`src/rtl/nibble_serial_adder_pkg.sv`:
```
// Shared definitions for the nibble-serial adder.
//   state_t  : controller states (IDLE, RUN, DONE)
//   NIBBLE_W : width of the carry-lookahead slice
//   clog2    : counter width helper, never returns less than 1
package nsa_pkg;

    localparam int NIBBLE_W = 4;

    typedef enum logic [1:0] {
        IDLE = 2'd0,
        RUN  = 2'd1,
        DONE = 2'd2
    } state_t;

    // Width of a counter that must hold 0..n-1. Clamped to 1 so a
    // single-nibble build still gets a legal vector.
    function automatic int clog2(input int n);
        int r;
        r = 1;
        for (int i = 1; i < 32; i++) begin
            if ((1 << i) < n) begin
                r = i + 1;
            end
        end
        return r;
    endfunction

endpackage

```
`src/rtl/nibble_serial_adder_if.sv`:
```
// Operand/result bus of the nibble-serial adder.
//   in_valid/in_ready   : operand handshake carrying a, b, cin
//   out_valid/out_ready : result handshake carrying sum, cout, ovf
// Handshake rule (both channels): a transfer happens on a rising edge
// where valid and ready are both high. The producer holds its payload
// and valid stable until that edge; ready may change freely.
// master = operand producer / result consumer, slave = the adder.
interface nibble_serial_adder_if #(
    parameter int WIDTH = 16
);
    logic             in_valid;
    logic             in_ready;
    logic [WIDTH-1:0] a;
    logic [WIDTH-1:0] b;
    logic             cin;
    logic             out_valid;
    logic             out_ready;
    logic [WIDTH-1:0] sum;
    logic             cout;
    logic             ovf;

    modport master (
        output in_valid, a, b, cin, out_ready,
        input  in_ready, out_valid, sum, cout, ovf
    );

    modport slave (
        input  in_valid, a, b, cin, out_ready,
        output in_ready, out_valid, sum, cout, ovf
    );

endinterface

```
`src/rtl/nibble_serial_adder_cla4.sv`:
```
// Combinational 4-bit carry-lookahead slice.
//   a, b : nibble operands
//   cin  : carry into bit 0
//   s    : nibble sum
//   c3   : carry into bit 3 (used for signed overflow)
//   cout : carry out of bit 3
module cla4_slice
    import nsa_pkg::*;
(
    input  logic [NIBBLE_W-1:0] a,
    input  logic [NIBBLE_W-1:0] b,
    input  logic                cin,
    output logic [NIBBLE_W-1:0] s,
    output logic                c3,
    output logic                cout
);
    logic [NIBBLE_W-1:0] g;
    logic [NIBBLE_W-1:0] p;
    logic                c1;
    logic                c2;

    assign g = a & b;
    assign p = a ^ b;

    // Every carry is flattened to generate/propagate terms of the slice
    // inputs so no carry depends on another carry.
    assign c1   = g[0] | (p[0] & cin);
    assign c2   = g[1] | (p[1] & g[0]) | (p[1] & p[0] & cin);
    assign c3   = g[2] | (p[2] & g[1]) | (p[2] & p[1] & g[0])
                | (p[2] & p[1] & p[0] & cin);
    assign cout = g[3] | (p[3] & g[2]) | (p[3] & p[2] & g[1])
                | (p[3] & p[2] & p[1] & g[0])
                | (p[3] & p[2] & p[1] & p[0] & cin);

    assign s = p ^ {c3, c2, c1, cin};

endmodule

```
`src/rtl/nibble_serial_adder.sv`:
```
// Wide adder built around a single 4-bit CLA slice, one nibble per cycle.
//   clk, rst_n : clock, asynchronous active-low reset
//   bus        : slave side of nibble_serial_adder_if (operands in,
//                sum/cout/ovf out, valid/ready on each side)
//   state_dbg  : current controller state
// WIDTH must be a multiple of 4 and at least 4.
module nibble_serial_adder
    import nsa_pkg::*;
#(
    parameter int WIDTH = 16
) (
    input  logic                  clk,
    input  logic                  rst_n,
    nibble_serial_adder_if.slave  bus,
    output state_t                state_dbg
);
    localparam int NIBBLES = WIDTH / NIBBLE_W;
    localparam int CNT_W   = clog2(NIBBLES);
    localparam logic [CNT_W-1:0] LAST_NIB = CNT_W'(NIBBLES - 1);

    state_t             state_q;
    state_t             state_d;
    logic [CNT_W-1:0]   cnt_q;
    logic [WIDTH-1:0]   a_q;
    logic [WIDTH-1:0]   b_q;
    logic [WIDTH-1:0]   acc_q;
    logic [WIDTH-1:0]   acc_next;
    logic [WIDTH-1:0]   sum_q;
    logic               carry_q;
    logic               cout_q;
    logic               ovf_q;
    logic               in_ready_q;

    logic               accept;
    logic               last_nib;
    logic [NIBBLE_W-1:0] slice_s;
    logic               slice_c3;
    logic               slice_cout;

    // Operands shift right, so the slice always sees bits [3:0].
    cla4_slice u_slice (
        .a    (a_q[NIBBLE_W-1:0]),
        .b    (b_q[NIBBLE_W-1:0]),
        .cin  (carry_q),
        .s    (slice_s),
        .c3   (slice_c3),
        .cout (slice_cout)
    );

    // New sum nibble enters at the top; after NIBBLES steps nibble 0 has
    // reached the bottom.
    assign acc_next = (acc_q >> NIBBLE_W) | (WIDTH'(slice_s) << (WIDTH - NIBBLE_W));

    always_ff @(posedge clk or negedge rst_n) begin
        if (!rst_n) begin
            state_q <= IDLE;
        end else begin
            state_q <= state_d;
        end
    end

    always_comb begin
        state_d  = state_q;
        accept   = 1'b0;
        last_nib = (cnt_q == LAST_NIB);
        case (state_q)
            IDLE: begin
                accept = bus.in_valid & in_ready_q;
                if (accept) begin
                    state_d = RUN;
                end
            end
            RUN: begin
                if (last_nib) begin
                    state_d = DONE;
                end
            end
            DONE: begin
                if (bus.out_ready) begin
                    state_d = IDLE;
                end
            end
            default: state_d = IDLE;
        endcase
    end

    always_ff @(posedge clk or negedge rst_n) begin
        if (!rst_n) begin
            in_ready_q <= 1'b1;
            cnt_q      <= '0;
            a_q        <= '0;
            b_q        <= '0;
            acc_q      <= '0;
            carry_q    <= 1'b0;
            sum_q      <= '0;
            cout_q     <= 1'b0;
            ovf_q      <= 1'b0;
        end else begin
            // in_ready is registered off the previous state, so it rises
            // one cycle after DONE hands back to IDLE and never overlaps
            // out_valid.
            in_ready_q <= (state_q == IDLE) && !accept;
            if (accept) begin
                a_q     <= bus.a;
                b_q     <= bus.b;
                carry_q <= bus.cin;
                cnt_q   <= '0;
                acc_q   <= '0;
            end else if (state_q == RUN) begin
                a_q     <= a_q >> NIBBLE_W;
                b_q     <= b_q >> NIBBLE_W;
                carry_q <= slice_cout;
                acc_q   <= acc_next;
                cnt_q   <= cnt_q + CNT_W'(1);
                if (last_nib) begin
                    sum_q  <= acc_next;
                    cout_q <= slice_cout;
                    ovf_q  <= slice_cout ^ slice_c3;
                end
            end
        end
    end

    assign bus.in_ready  = in_ready_q;
    assign bus.out_valid = (state_q == DONE);
    assign bus.sum       = sum_q;
    assign bus.cout      = cout_q;
    assign bus.ovf       = ovf_q;
    assign state_dbg     = state_q;

endmodule

```
`src/flat_wrapper.sv`:
```
// flat-port wrapper written by rule: the top's interface ports become plain ports
module nibble_serial_adder_flat import nsa_pkg::*;
#(
    parameter int WIDTH = 16
)
  (clk, rst_n, state_dbg, bus_in_valid, bus_a, bus_b, bus_cin, bus_out_ready, bus_in_ready, bus_out_valid, bus_sum, bus_cout, bus_ovf);
  nibble_serial_adder_if #(.WIDTH(WIDTH)) bus_i ();
  input  logic clk;
  input  logic rst_n;
  output state_t state_dbg;
  input wire logic [$bits(bus_i.in_valid)-1:0] bus_in_valid;
  input wire logic [$bits(bus_i.a)-1:0] bus_a;
  input wire logic [$bits(bus_i.b)-1:0] bus_b;
  input wire logic [$bits(bus_i.cin)-1:0] bus_cin;
  input wire logic [$bits(bus_i.out_ready)-1:0] bus_out_ready;
  output wire logic [$bits(bus_i.in_ready)-1:0] bus_in_ready;
  output wire logic [$bits(bus_i.out_valid)-1:0] bus_out_valid;
  output wire logic [$bits(bus_i.sum)-1:0] bus_sum;
  output wire logic [$bits(bus_i.cout)-1:0] bus_cout;
  output wire logic [$bits(bus_i.ovf)-1:0] bus_ovf;
  assign bus_i.in_valid = bus_in_valid;
  assign bus_i.a = bus_a;
  assign bus_i.b = bus_b;
  assign bus_i.cin = bus_cin;
  assign bus_i.out_ready = bus_out_ready;
  assign bus_in_ready = bus_i.in_ready;
  assign bus_out_valid = bus_i.out_valid;
  assign bus_sum = bus_i.sum;
  assign bus_cout = bus_i.cout;
  assign bus_ovf = bus_i.ovf;
  nibble_serial_adder #(.WIDTH(WIDTH)) u_core (.clk(clk), .rst_n(rst_n), .bus(bus_i), .state_dbg(state_dbg));
endmodule
```
`config.mk`:
```
export PLATFORM = sky130hd
export DESIGN_NAME = nibble_serial_adder_flat
export DESIGN_NICKNAME = d
export VERILOG_FILES = /design/src/rtl/nibble_serial_adder_pkg.sv /design/src/rtl/nibble_serial_adder_if.sv /design/src/rtl/nibble_serial_adder_cla4.sv /design/src/rtl/nibble_serial_adder.sv /design/src/flat_wrapper.sv
export SDC_FILE = /design/constraint.sdc
export NUM_CORES = 1
export LEC_CHECK = 0
export BUFFER_PORTS_ARGS = -buffer_cell sky130_fd_sc_hd__buf_2
export CAP_MARGIN = 40
export CORE_ASPECT_RATIO = 2
export CORE_MARGIN = 5
export CORE_UTILIZATION = 52
export DETAILED_ROUTE_END_ITERATION = 16
export HOLD_SLACK_MARGIN = 0.03
export PLACE_DENSITY = 0.8
export SLEW_MARGIN = 10
export SYNTH_ARGS = -nofsm -noshare
export SYNTH_HDL_FRONTEND = slang
export SYNTH_HIERARCHICAL = 1
export SYNTH_SLANG_ARGS = --single-unit
```
`constraint.sdc`:
```
create_clock -name clk -period 1.81 [get_ports clk]
set_input_delay 0.0905 -clock clk [delete_from_list [all_inputs] [get_ports clk]]
set_output_delay 0.0905 -clock clk [all_outputs]
set_load 0.1 [all_outputs]
```
# --- Word-level counts from Yosys, hierarchy flattened ---
# Cells that the tools add are included.
# Widths: inputs -> output; s select.
word_totals:
  ff_bits: 102
  inputBits: 37
  out_inout_bits: 22
  elab_cells: 71
classes:
  addsub: 1
  eq_ne: 6
  muxes: 15
  n_bitwise: 33
  n_reduce_logical: 6
ops:
  columns: ["operator", "count"]
  rows:
  - ["$mux 16", 6]
  - ["$mux 32", 2]
  - ["$add 32x1->32 const B", 1]
  - ["$eq 32x2->1 const B", 1]
  - ["$and 1x1->1", 17]
  - ["$or 12x16->16", 1]
  - ["$or 1x1->1", 10]
  - ["$xor 4x4->4", 2]
  - ["$mux 2", 3]
  - ["$pmux 2 s3", 1]
  - ["$reduce_and 3->1", 2]
  - ["$and 4x4->4", 1]
  - ["$ne 2x1->1 const B", 2]
  - ["$mux 1", 3]
  - ["$eq 2x1->1 const B", 1]
  - ["$eq 2x2->1 const B", 1]
  - ["$logic_not 2->1", 1]
  - ["$ne 2x2->1 const B", 1]
  - ["$reduce_bool 2->1", 1]
  - ["$logic_and 1x1->1", 1]
  - ["$logic_not 1->1", 1]
  - ["$not 1->1", 1]
  - ["$xor 1x1->1", 1]

# --- Depth between registers and ports, before layout ---
# Gate-level depths: netlist of run 1.
logic_depth:
  depth_word: 9
  mapped_depth: 6
  depth_no_buf: 6

# --- By module ---
# The synthesis of run 1 kept the hierarchy.
by_module_without_submodules:
  columns: ["mod", "instances", "cells_each", "area_each_um2", "seq_area_each_um2"]
  rows:
  - ["nibble_serial_adder", 1, 421, 4370.4, 2453.6]
  - ["cla4_slice", 1, 18, 155.1, 0.0]

# --- Worst setup path before layout of run 1 ---
# Ideal clock, no wire load.
synth_path:
  kind: "register to register"
  start: "register u_core.state_q[1] (netlist: u_core/state_dbg[1])"
  end: "register u_core.state_q[1] (netlist: u_core/state_dbg[1])"
  setup_time_ps: 68
  t_arrival_ps: 2749
  required_ps: 1742
  setup_slack_ps: -1008
  stages_incl_launch_ff: 3
  synth_period_minus_slack_ps: 2818
  cell_sequence: "dfrtp_1 -> nor2b_1 -> a21o_2"
synth_via:
  elab_chain_cells: 3
  elab_cells_between_ends: 8
  cone_classes: "eq/ne (5); mux (1); reduce/logical (2)"
synth_lines:
  columns: ["item", "line", "rtl"]
  rows:
  - ["start, declared", "nibble_serial_adder.sv:21", "state_t state_q;"]
  - ["start signal, assigned", "nibble_serial_adder.sv:58", "state_q <= state_d;"]
  - ["$eq 2x2->1 (*)", null, null]
  - ["via bus_out_valid", "flat_wrapper.sv:17", "output wire logic [$bits(bus_i.out_valid)-1:0] bus_out_valid;"]
  - ["$ne 2x2->1 (no line)", null, null]
  - ["$reduce_and 3->1 (no line)", null, null]
# The timed path passes the listed nets; every way through them passes the cells marked *.
# A chain may end at the register's enable or synchronous reset.

# --- Worst setup path in the final report of run 1 ---
layout_path:
  start: "register u_core.cnt_q[31]"
  end: "register u_core.sum_q[4] (netlist: u_core/bus.sum[4])"
layout_via:
  elab_chain_cells: 2
layout_lines:
  columns: ["item", "line", "rtl"]
  rows:
  - ["start, declared", "nibble_serial_adder.sv:23", "logic [CNT_W-1:0] cnt_q;"]
  - ["start signal, assigned", "nibble_serial_adder.sv:114", "cnt_q <= cnt_q + CNT_W'(1);"]
  - ["$eq 32x2->1", "nibble_serial_adder.sv:65", "last_nib = (cnt_q == LAST_NIB);"]
  - ["$reduce_and 3->1 (no line)", null, null]
  - ["end signal, assigned", "nibble_serial_adder.sv:116", "sum_q <= acc_next;"]
  - ["end, declared", "nibble_serial_adder.sv:28", "logic [WIDTH-1:0] sum_q;"]
# No other way between the ends.

==> run summary, run 1 <==
Status = finished, violations left
Failing checks = setup timing
Setup ws final = -0.0655 ns
Initial antenna violation count = 0
Commonest non-fill, non-tap cell in the layout = nand2_1
Final hold vios = 0
Clock slew at reported path FFs = 0.07 ns
Max VDD drop = 0.776 mV
Max-cap viol count = 0
Maximum fanout along the worst path = 5
Setup crit start = u_core/cnt_q[31]
Post-layout net count = 618
Sequential area share after synthesis = 0.542
Power Density = 697 nW/um^2
Dpl hpwl = 8000 microns
Switching Share = 0.201
Core Area = 8590 sq um
Vias in the first global route = 4,102
Initial drt markers = 285
Grt ovf = 0
Post-synth EDFFs = 0
Global-route wire length before repair = 20,700 microns
Worst R2R Setup Slack = -0.07 ns
Setup-failing EPs final = 18
Bufs and invs on worst path = 2
Leakage power = 3.13 nW
Drt wl/cell = 18.4 microns
Chip Height = 142 microns
Upper clock frequency limit = 533 MHz
TritonCTS clock tree = built
Final Cell Area = 6080 sq um
Synth async-reset ratio = 1.00
Min Hold Slack = 0.237 ns
Crit path to = u_core/bus.sum[4]
Cells after synthesis = 439
Internal power = 3.38 mW
Worst-Margin Slew = 0.496 ns
Fraction of layout cells with a size suffix above 1 = 0.286
R2r endpoint = u_core/bus.sum[4]
Met3 Usage GRT = 0.0406
Drt first pass iters = 5
Die width = 76.0 microns
Layout area overhead = 34.3%
RSZ-0062 raised after global routing = yes
WS Path Type = flop to flop
Crit-path slowest cell = dfrtp_1
Seq cells post-synth = 98
Slew HR = 0.671
Clock Tree Root = clkbuf_16
Cell depth of the worst setup path = 6
Die Footprint = 10,800 sq um
Synthesized area = 4530 sq um
Site Rows = 48
Crit end category = flop
Io pins = 59
Gpl congestion = 0.864
Unique masters post-synth = 43
Delay-heaviest family, CP = simple AND/OR/NAND/NOR gates
Clk_skew = 0.00901 ns
Most common cell on crit path = buf_6
Worst path arrival time = 2.10 ns
RR Startpoint = u_core/cnt_q[31]
Grt met2 use = 0.443
H-Tree Depth = 3
Post-DP Area = 5320 sq um
Synthesized Nets = 482
Gate power share = 0.038
Clock power share = 0.445
Most frequent cells in the layout = nand2_1 (128), dfrtp_1 (95), buf_2 (57)
# port buffers = 58
Final WL = 12,500 microns
Ant diodes = 0
Slowest Stage Delay on Critical Path = 0.41 ns
R2R cell count = 6
Initial Utilization = 0.527
Period utilisation layout = 1.04
Worst setup SP type = flop
Sw Pwr = 852 uW
Via count = 3,881
GRT Util Overall = 0.242
Routed vias/inst = 5.71
Syn avg cell area = 10.3 sq um
CTS max path bufs = 2
Reg power frac = 0.517
Hold Crit Class = input pin to asynchronous set/reset pin
Synthesis Warnings = 6
Fin. max-slew vios = 0
Clk sinks = 98
Overall power = 4.24 mW
Main synth FF type = dfrtp_1
CTS buffer count = 9
Largest net degree at the start of global routing = 56
Clk_lat worst skew = 0.34 ns
CP cell instances = nor4_2 -> nand4_1 -> nor3_4 -> buf_6 -> buf_6 -> mux2_2
Residual DRC count = 0
GRT busiest layer = met2
Tmin final = 1.88 ns
Met1 Use GR = 0.259
Crit path required time = 2.04 ns
Antenna Nets Post-Route = 0
## worst register-to-register path: cells and delay by family (launching register included)
kind,cells,cell delay (ns)
flip-flops,1,0.41
buffers and inverters,2,0.26
multiplexers,1,0.33
AND/OR/NAND/NOR,3,0.76
## power groups by stage
stage,Sequential (mW),Clock [mW],Combinational [mW]
detailed placement,2.23,0,0.0965
global route,2.19,2.01,0.177
CTS,2.19,1.92,0.156
finish,2.19,1.89,0.159
floorplan,2.23,0,0.00111
global placement,2.23,0,0.0949
## area by class of cell
class	instances	area, sq um
clock buffer	13	250
clock inverter	3	40.0
fill	591	2510
inverter	6	22.5
multi-input combinational	312	2040
sequential	98	2460
tap	100	125
timing repair buffer	148	1140
## state kept, by name (all words and copies together), names as in the netlist
signal               count
u_core/state_dbg         2
u_core/b_q              16
u_core/bus.cout          1
u_core/bus.in_ready      1
u_core/a_q              16
u_core/bus.ovf           1
u_core/acc_q            12
u_core/carry_q           1
u_core/cnt_q            32
u_core/bus.sum          16
## stage by stage
| step | TNS, ns | instances | setup WS, ns | util |
|---|---|---|---|---|
| global placement | -2.18 | 625 | -0.142 | 0.620 |
| global route | -2.61 | 680 | -0.170 | 0.708 |
| floorplan | -2.75 | 439 | -0.121 | - |
| finish | -0.961 | 680 | -0.0655 | 0.708 |
| detailed placement | -4.26 | 625 | -0.266 | 0.620 |
| CTS | -1.37 | 680 | -0.0875 | 0.706 |
## Yosys cell counts, types with 2 or more instances
master    count  area (sq um)
clkbuf_1     17          63.8
nor4_1        4          25.0
and2_1        3          18.8
a22oi_1      25           188
nor2b_1       2          12.5
mux2i_1      27           270
o21ai_0      29           145
nand4b_1      2          17.5
and4_1        3          26.3
nor3_1        2          10.0
xor2_1        3          26.3
mux2_2        9           101
nand2_1     128           480
nor2_1        7          26.3
mux2_4        9           135
buf_2         4          20.0
nor4_2        3          37.5
ha_1          5          62.6
nand4_1      17           106
inv_1         6          22.5
dfrtp_1      97          2430
and3_1        7          43.8
nand3_1      10          50.1
## cells by family after synthesis
group                      count (synthesis)  share of synthesized area
DFF                                       98                      0.542
buffers and inverters                     29                     0.0288
adders and majority gates                  6                     0.0182
AOI/OAI and AO/OA                         61                     0.0865
xor gates and xnor gates                   4                    0.00774
and+or+nand+nor                          196                      0.205
muxes                                     45                      0.112
## what timing repair did
item,4_1_cts,5_1_grt
cloned,1,0
gates resized for setup,12,2
setup endpoints to repair,18,19
pin swaps,4,2
hold endpoints to repair,64,0
setup buffers,2,0
hold buffers,36,0
## per-layer routing
metal	vias to the layer above	part of all wire	wire length [microns]
met4	0	0.047	590
met1	1917	0.36	4470
met5	-	0	0
li1	1808	-	-
met3	34	0.040	495
met2	122	0.56	6950
## how the worst min path moves through the flow
| stage | slack, ns | to |
|---|---|---|
| after CTS | 0.25 | u_core/cnt_q[24] |
| final | 0.24 | u_core/cnt_q[25] |
| after detailed placement | 0.07 | u_core/cnt_q[25] |
| after floorplan | -0.21 | u_core/a_q[0] |
| after global placement | 0.07 | u_core/cnt_q[25] |
| after global routing | 0.28 | u_core/cnt_q[24] |
Power figures use the tool's default switching activity.
==> inputs of run 2 (changes only) <==
--- a/config.mk
+++ b/config.mk
@@ -7,12 +7,15 @@
 export LEC_CHECK = 0
 export BUFFER_PORTS_ARGS = -buffer_cell sky130_fd_sc_hd__buf_2
 export CAP_MARGIN = 40
+export CELL_PAD_IN_SITES_DETAIL_PLACEMENT = 0
+export CELL_PAD_IN_SITES_GLOBAL_PLACEMENT = 1
 export CORE_ASPECT_RATIO = 2
 export CORE_MARGIN = 5
-export CORE_UTILIZATION = 52
+export CORE_UTILIZATION = 41
 export DETAILED_ROUTE_END_ITERATION = 16
 export HOLD_SLACK_MARGIN = 0.03
 export PLACE_DENSITY = 0.8
+export SKIP_CTS_REPAIR_TIMING = 1
 export SLEW_MARGIN = 10
 export SYNTH_ARGS = -nofsm -noshare
 export SYNTH_HDL_FRONTEND = slang
==> run summary, run 2 (synthesis results as in run 1) <==
Core Area = 10,900 sq um (was 8590 sq um)
Maximum fanout along the worst path = 12 (was 5)
Residual DRC count = 0 (unchanged)
Site Rows = 54 (was 48)
RSZ-0062 raised after global routing = yes (unchanged)
Failing checks = setup timing (unchanged)
Setup-failing EPs final = 18 (unchanged)
CP cell instances = ha_2 -> nor3b_2 -> nand4_1 -> nor3_4 -> buf_12 -> mux2_2 (was nor4_2 -> nand4_1 -> nor3_4 -> buf_6 -> buf_6 -> mux2_2)
RR Startpoint = u_core/cnt_q[1] (was u_core/cnt_q[31])
Max-cap viol count = 0 (unchanged)
Worst hold path startpoint = bus_out_ready
Final Cell Area = 6040 sq um (was 6080 sq um)
Slew HR = 0.654 (was 0.671)
Chip Height = 159 microns (was 142 microns)
Tmin final = 1.86 ns (was 1.88 ns)
Initial Utilization = 0.416 (was 0.527)
Largest net degree at the start of global routing = 46 (was 56)
Hold endpoint = u_core/state_dbg[1]
Grt ovf = 0 (unchanged)
Routed vias/inst = 5.21 (was 5.71)
Min Hold Slack = 0.0344 ns (was 0.237 ns)
Worst R2R Setup Slack = -0.05 ns (was -0.07 ns)
Worst-Margin Slew = 0.523 ns (was 0.496 ns)
Global-route wire length before repair = 18,900 microns (was 20,700 microns)
Die Footprint = 13,400 sq um (was 10,800 sq um)
Antenna Nets Post-Route = 0 (unchanged)
Final WL = 11,600 microns (was 12,500 microns)
Final hold vios = 0 (unchanged)
Max reg flops = 32 (unchanged)
Setup ws final = -0.0516 ns (was -0.0655 ns)
Die width = 84.3 microns (was 76.0 microns)
Fin. max-slew vios = 0 (unchanged)
Commonest non-fill, non-tap cell in the layout = nand2_1 (unchanged)
Hold Crit Class = input pin to flop (was input pin to asynchronous set/reset pin)
Status = finished, violations left (unchanged)
Crit path required time = 2.03 ns (was 2.04 ns)
Leakage power = 3.10 nW (was 3.13 nW)
Initial antenna violation count = 0 (unchanged)
Slowest Stage Delay on Critical Path = 0.37 ns (was 0.41 ns)
Most frequent cells in the layout = nand2_1 (128), dfrtp_1 (95), buf_2 (57) (unchanged)
GRT Util Overall = 0.178 (was 0.242)
Crit-path slowest cell = dfrtp_1 (unchanged)
Gpl congestion = 0.765 (was 0.864)
Post-layout net count = 616 (was 618)
Clk_lat worst skew = 0.34 ns (about the same)
Vias in the first global route = 3,881 (was 4,102)
WHS Path Cells = 3
Upper clock frequency limit = 537 MHz (was 533 MHz)
WS Path Type = flop to flop (unchanged)
# port buffers = 58 (unchanged)
Clock Tree Root = clkbuf_16 (unchanged)
Period utilisation layout = 1.03 (was 1.04)
H-Tree Depth = 3 (unchanged)
Ant diodes = 0 (unchanged)
R2R cell count = 6 (unchanged)
Clock slew at reported path FFs = 0.07 ns (about the same)
Worst setup SP type = flop (unchanged)
TNS Setup = -0.458 ns (was -0.961 ns)
CTS max path bufs = 2 (unchanged)
TritonCTS clock tree = built (unchanged)
Power Density = 682 nW/um^2 (was 697 nW/um^2)
Worst path arrival time = 2.09 ns (was 2.10 ns)
Drt first pass iters = 5 (unchanged)
R2r endpoint = u_core/bus.sum[2] (was u_core/bus.sum[4])
Reg with most FFs = u_core/cnt_q (unchanged)
Post-DP Area = 5380 sq um (was 5320 sq um)
Fraction of layout cells with a size suffix above 1 = 0.291 (was 0.286)
Crit end category = flop (unchanged)
Drt wl/cell = 16.2 microns (was 18.4 microns)
Clk_skew = 0.00847 ns (was 0.00901 ns)
Max VDD drop = 0.620 mV (was 0.776 mV)
CTS buffer count = 9 (unchanged)
Io pins = 59 (unchanged)
Layout area overhead = 33.5% (was 34.3%)
Via count = 3,744 (was 3,881)
Clk sinks = 98 (unchanged)
Dpl hpwl = 8380 microns (was 8000 microns)
Setup crit start = u_core/cnt_q[1] (was u_core/cnt_q[31])
Initial drt markers = 168 (was 285)
[run 2: layer usage]
layer / GRT usage / part of all wire
met1: 0.185 / 0.36
met5: 0 / 0
met3: 0.0295 / 0.033
met2: 0.347 / 0.59
met4: 0.0729 / 0.024
[run 2: worst max-delay path by stage]
stage	endpoint	slack, ns	cells past startpoint
floorplan	u_core/bus.sum[10]	-0.12	6
global placement	u_core/bus.ovf	-0.19	5
detailed placement	u_core/bus.sum[1]	-0.27	5
CTS	u_core/bus.sum[1]	-0.28	5
global route	u_core/bus.sum[2]	-0.13	5
finish	u_core/bus.sum[2]	-0.05	6
[run 2: report_power, final]
part	internal (mW)	total (mW)	switching, mW
clock network	0.968	1.78	0.812
registers	2.19	2.19	0
logic	0.0837	0.150	0.0665
total	3.24	4.12	0.878
[run 2: per-stage QoR]
| stage | instances | worst slack (ns) | power, mW | util |
|---|---|---|---|---|
| 2_1_floorplan | 439 | -0.121 | 2.23 | - |
| 3_3_place_gp | 666 | -0.192 | 2.33 | 0.495 |
| 3_5_place_dp | 666 | -0.268 | 2.33 | 0.495 |
| 4_1_cts | 682 | -0.281 | 4.12 | 0.520 |
| 5_1_grt | 718 | -0.129 | 4.27 | 0.556 |
| 6_report | 718 | -0.0516 | 4.12 | 0.556 |
[run 2: layout make-up]
| type | count | area, sq um |
|---|---|---|
| Fill cell | 968 | 4830 |
| Inverter | 6 | 22.5 |
| Timing Repair Buffer | 146 | 1100 |
| Sequential cell | 98 | 2460 |
| Clock inverter | 6 | 42.5 |
| Multi-Input combinational cell | 312 | 2000 |
| Clock buffer | 10 | 239 |
| Tap cell | 140 | 175 |
[run 2: critical path: cells and delay by family, from the launching register on]
kind | cells | cell delay [ns]
adders and majority gates | 1 | 0.19
muxes | 1 | 0.34
DFF | 1 | 0.37
buffers and inverters | 1 | 0.19
and+or+nand+nor | 3 | 0.66
==> inputs of run 3 (changes only) <==
--- a/config.mk
+++ b/config.mk
@@ -15,6 +15,7 @@
 export DETAILED_ROUTE_END_ITERATION = 16
 export HOLD_SLACK_MARGIN = 0.03
 export PLACE_DENSITY = 0.8
+export REMOVE_ABC_BUFFERS = 1
 export SKIP_CTS_REPAIR_TIMING = 1
 export SLEW_MARGIN = 10
 export SYNTH_ARGS = -nofsm -noshare
==> run summary, run 3 (synthesis results as in run 1) <==
Status = finished, violations left (unchanged)
Failing checks = setup timing (unchanged)
Grt ovf = 0 (unchanged)
Reg with most FFs = u_core/cnt_q (unchanged)
Clk sinks = 98 (unchanged)
Max VDD drop = 0.634 mV (was 0.620 mV)
DP Cell Count = 663 (was 666)
Maximum fanout along the worst path = 19 (was 12)
Clock slew at reported path FFs = 0.07 ns (about the same)
Crit end category = flop (unchanged)
WS Path Type = flop to flop (unchanged)
Max-cap viol count = 0 (unchanged)
Slew HR = 0.671 (was 0.654)
Max reg flops = 32 (unchanged)
Antenna Nets Post-Route = 0 (unchanged)
Power Density = 696 nW/um^2 (was 682 nW/um^2)
Core Area = 10,900 sq um (unchanged)
Clk_skew = 0.00543 ns (was 0.00847 ns)
Layout area overhead = 33.2% (was 33.5%)
Die Footprint = 13,400 sq um (unchanged)
Tmin final = 1.89 ns (was 1.86 ns)
Global-route wire length before repair = 17,100 microns (was 18,900 microns)
RSZ-0062 raised after global routing = yes (unchanged)
CTS buffer count = 9 (unchanged)
Commonest non-fill, non-tap cell in the layout = nand2_1 (unchanged)
Dpl hpwl = 7360 microns (was 8380 microns)
Hold Crit Class = input pin to asynchronous set/reset pin (was input pin to flop)
Worst R2R Setup Slack = -0.08 ns (was -0.05 ns)
Clk_lat worst skew = 0.34 ns (about the same)
Site Rows = 54 (unchanged)
Die width = 84.3 microns (unchanged)
# port buffers = 58 (unchanged)
Gpl congestion = 0.736 (was 0.765)
Via count = 3,665 (was 3,744)
Drt wl/cell = 15.0 microns (was 16.2 microns)
Fin. max-slew vios = 0 (unchanged)
Setup-failing EPs final = 18 (unchanged)
H-Tree Depth = 3 (unchanged)
CTS max path bufs = 2 (unchanged)
Fraction of layout cells with a size suffix above 1 = 0.272 (was 0.291)
Crit path required time = 2.04 ns (was 2.03 ns)
Initial Utilization = 0.416 (unchanged)
Ant diodes = 0 (unchanged)
Period utilisation layout = 1.04 (was 1.03)
Leakage power = 3.12 nW (was 3.10 nW)
TritonCTS clock tree = built (unchanged)
Worst setup SP type = flop (unchanged)
Initial antenna violation count = 0 (unchanged)
Upper clock frequency limit = 529 MHz (was 537 MHz)
Worst-Margin Slew = 0.493 ns (was 0.523 ns)
Most frequent cells in the layout = nand2_1 (128), dfrtp_1 (97), buf_2 (57) (was nand2_1 (128), dfrtp_1 (95), buf_2 (57))
Drt first pass iters = 5 (unchanged)
Final hold vios = 0 (unchanged)
RR Startpoint = u_core/cnt_q[28] (was u_core/cnt_q[1])
Largest net degree at the start of global routing = 55 (was 46)
Residual DRC count = 0 (unchanged)
Initial drt markers = 150 (was 168)
Routed vias/inst = 5.11 (was 5.21)
Post-DP Area = 5350 sq um (was 5380 sq um)
R2R cell count = 5 (was 6)
Io pins = 59 (unchanged)
Worst path arrival time = 2.11 ns (was 2.09 ns)
Final WL = 10,800 microns (was 11,600 microns)
Vias in the first global route = 3,538 (was 3,881)
Clock Tree Root = clkbuf_16 (unchanged)
Final Cell Area = 6030 sq um (was 6040 sq um)
R2r endpoint = u_core/bus.sum[5] (was u_core/bus.sum[2])
Post-layout net count = 615 (was 616)
Setup ws final = -0.0793 ns (was -0.0516 ns)
Chip Height = 159 microns (unchanged)
Post-Layout Cell Count = 717 (was 718)
GRT Util Overall = 0.161 (was 0.178)
==> run 3: changes by cell type in the layout (fill, tap and decap cells not counted), moves of 2 or more <==
cell / before / now
clkinv_4: 2 / 0
dfrtp_1: 95 / 97
buf_4: 49 / 46
clkinv_2: 2 / 4
buf_6: 2 / 0
dlygate4sd3_1: 34 / 36
dfrtp_4: 2 / 0
buf_12: 4 / 6
==> run 3: per-stage QoR <==
| stage | power (mW) | hold slack, ns | util | TNS [ns] | setup WS [ns] |
|---|---|---|---|---|---|
| after floorplan | 2.23 | -0.205 | - | -241.96 | -4.71 |
| after global placement | 2.32 | 0.0662 | 0.492 | -1.66 | -0.112 |
| after detailed placement | 2.32 | 0.0770 | 0.492 | -2.21 | -0.150 |
| after CTS | 4.18 | -0.288 | 0.519 | -2.47 | -0.165 |
| after global routing | 4.34 | 0.299 | 0.554 | -2.26 | -0.153 |
| final | 4.20 | 0.238 | 0.554 | -1.02 | -0.0793 |
==> run 3: how the worst max path moves through the flow <==
stage / startpoint / to
2_1_floorplan: u_core/bus.in_ready / u_core/cnt_q[2]
3_3_place_gp: u_core/cnt_q[28] / u_core/bus.sum[2]
3_5_place_dp: u_core/cnt_q[28] / u_core/bus.sum[5]
4_1_cts: u_core/cnt_q[28] / u_core/bus.sum[5]
5_1_grt: u_core/cnt_q[28] / u_core/bus.sum[5]
6_report: u_core/cnt_q[28] / u_core/bus.sum[5]
==> run 3: per-layer routing <==
layer / track usage / part of all wire
met1: 0.178 / 0.38
met2: 0.301 / 0.56
met3: 0.0259 / 0.032
met4: 0.0721 / 0.024
met5: 0 / 0
==> run 3: worst max-delay path, stage by stage (launching register included) <==
cell and delay (ns):
dfrtp_1 0.39, nor4_2 0.33, nand4_1 0.24, nor3_4 0.26, buf_12 0.20, mux2_2 0.35
==> run 3: power breakdown <==
| part | internal (mW) | switching [mW] |
|---|---|---|
| Sequential | 2.19 | 0 |
| Combinational | 0.0851 | 0.0650 |
| Clock | 1.06 | 0.795 |
==> run 3: area by class of cell <==
cell class | count | area, sq um
clock buffers | 10 | 229
clock inverters | 6 | 57.6
fillers | 944 | 4850
inverters | 6 | 22.5
multi-input cells | 312 | 1980
flip-flops and latches | 98 | 2450
well taps | 140 | 175
repair buffers | 145 | 1110
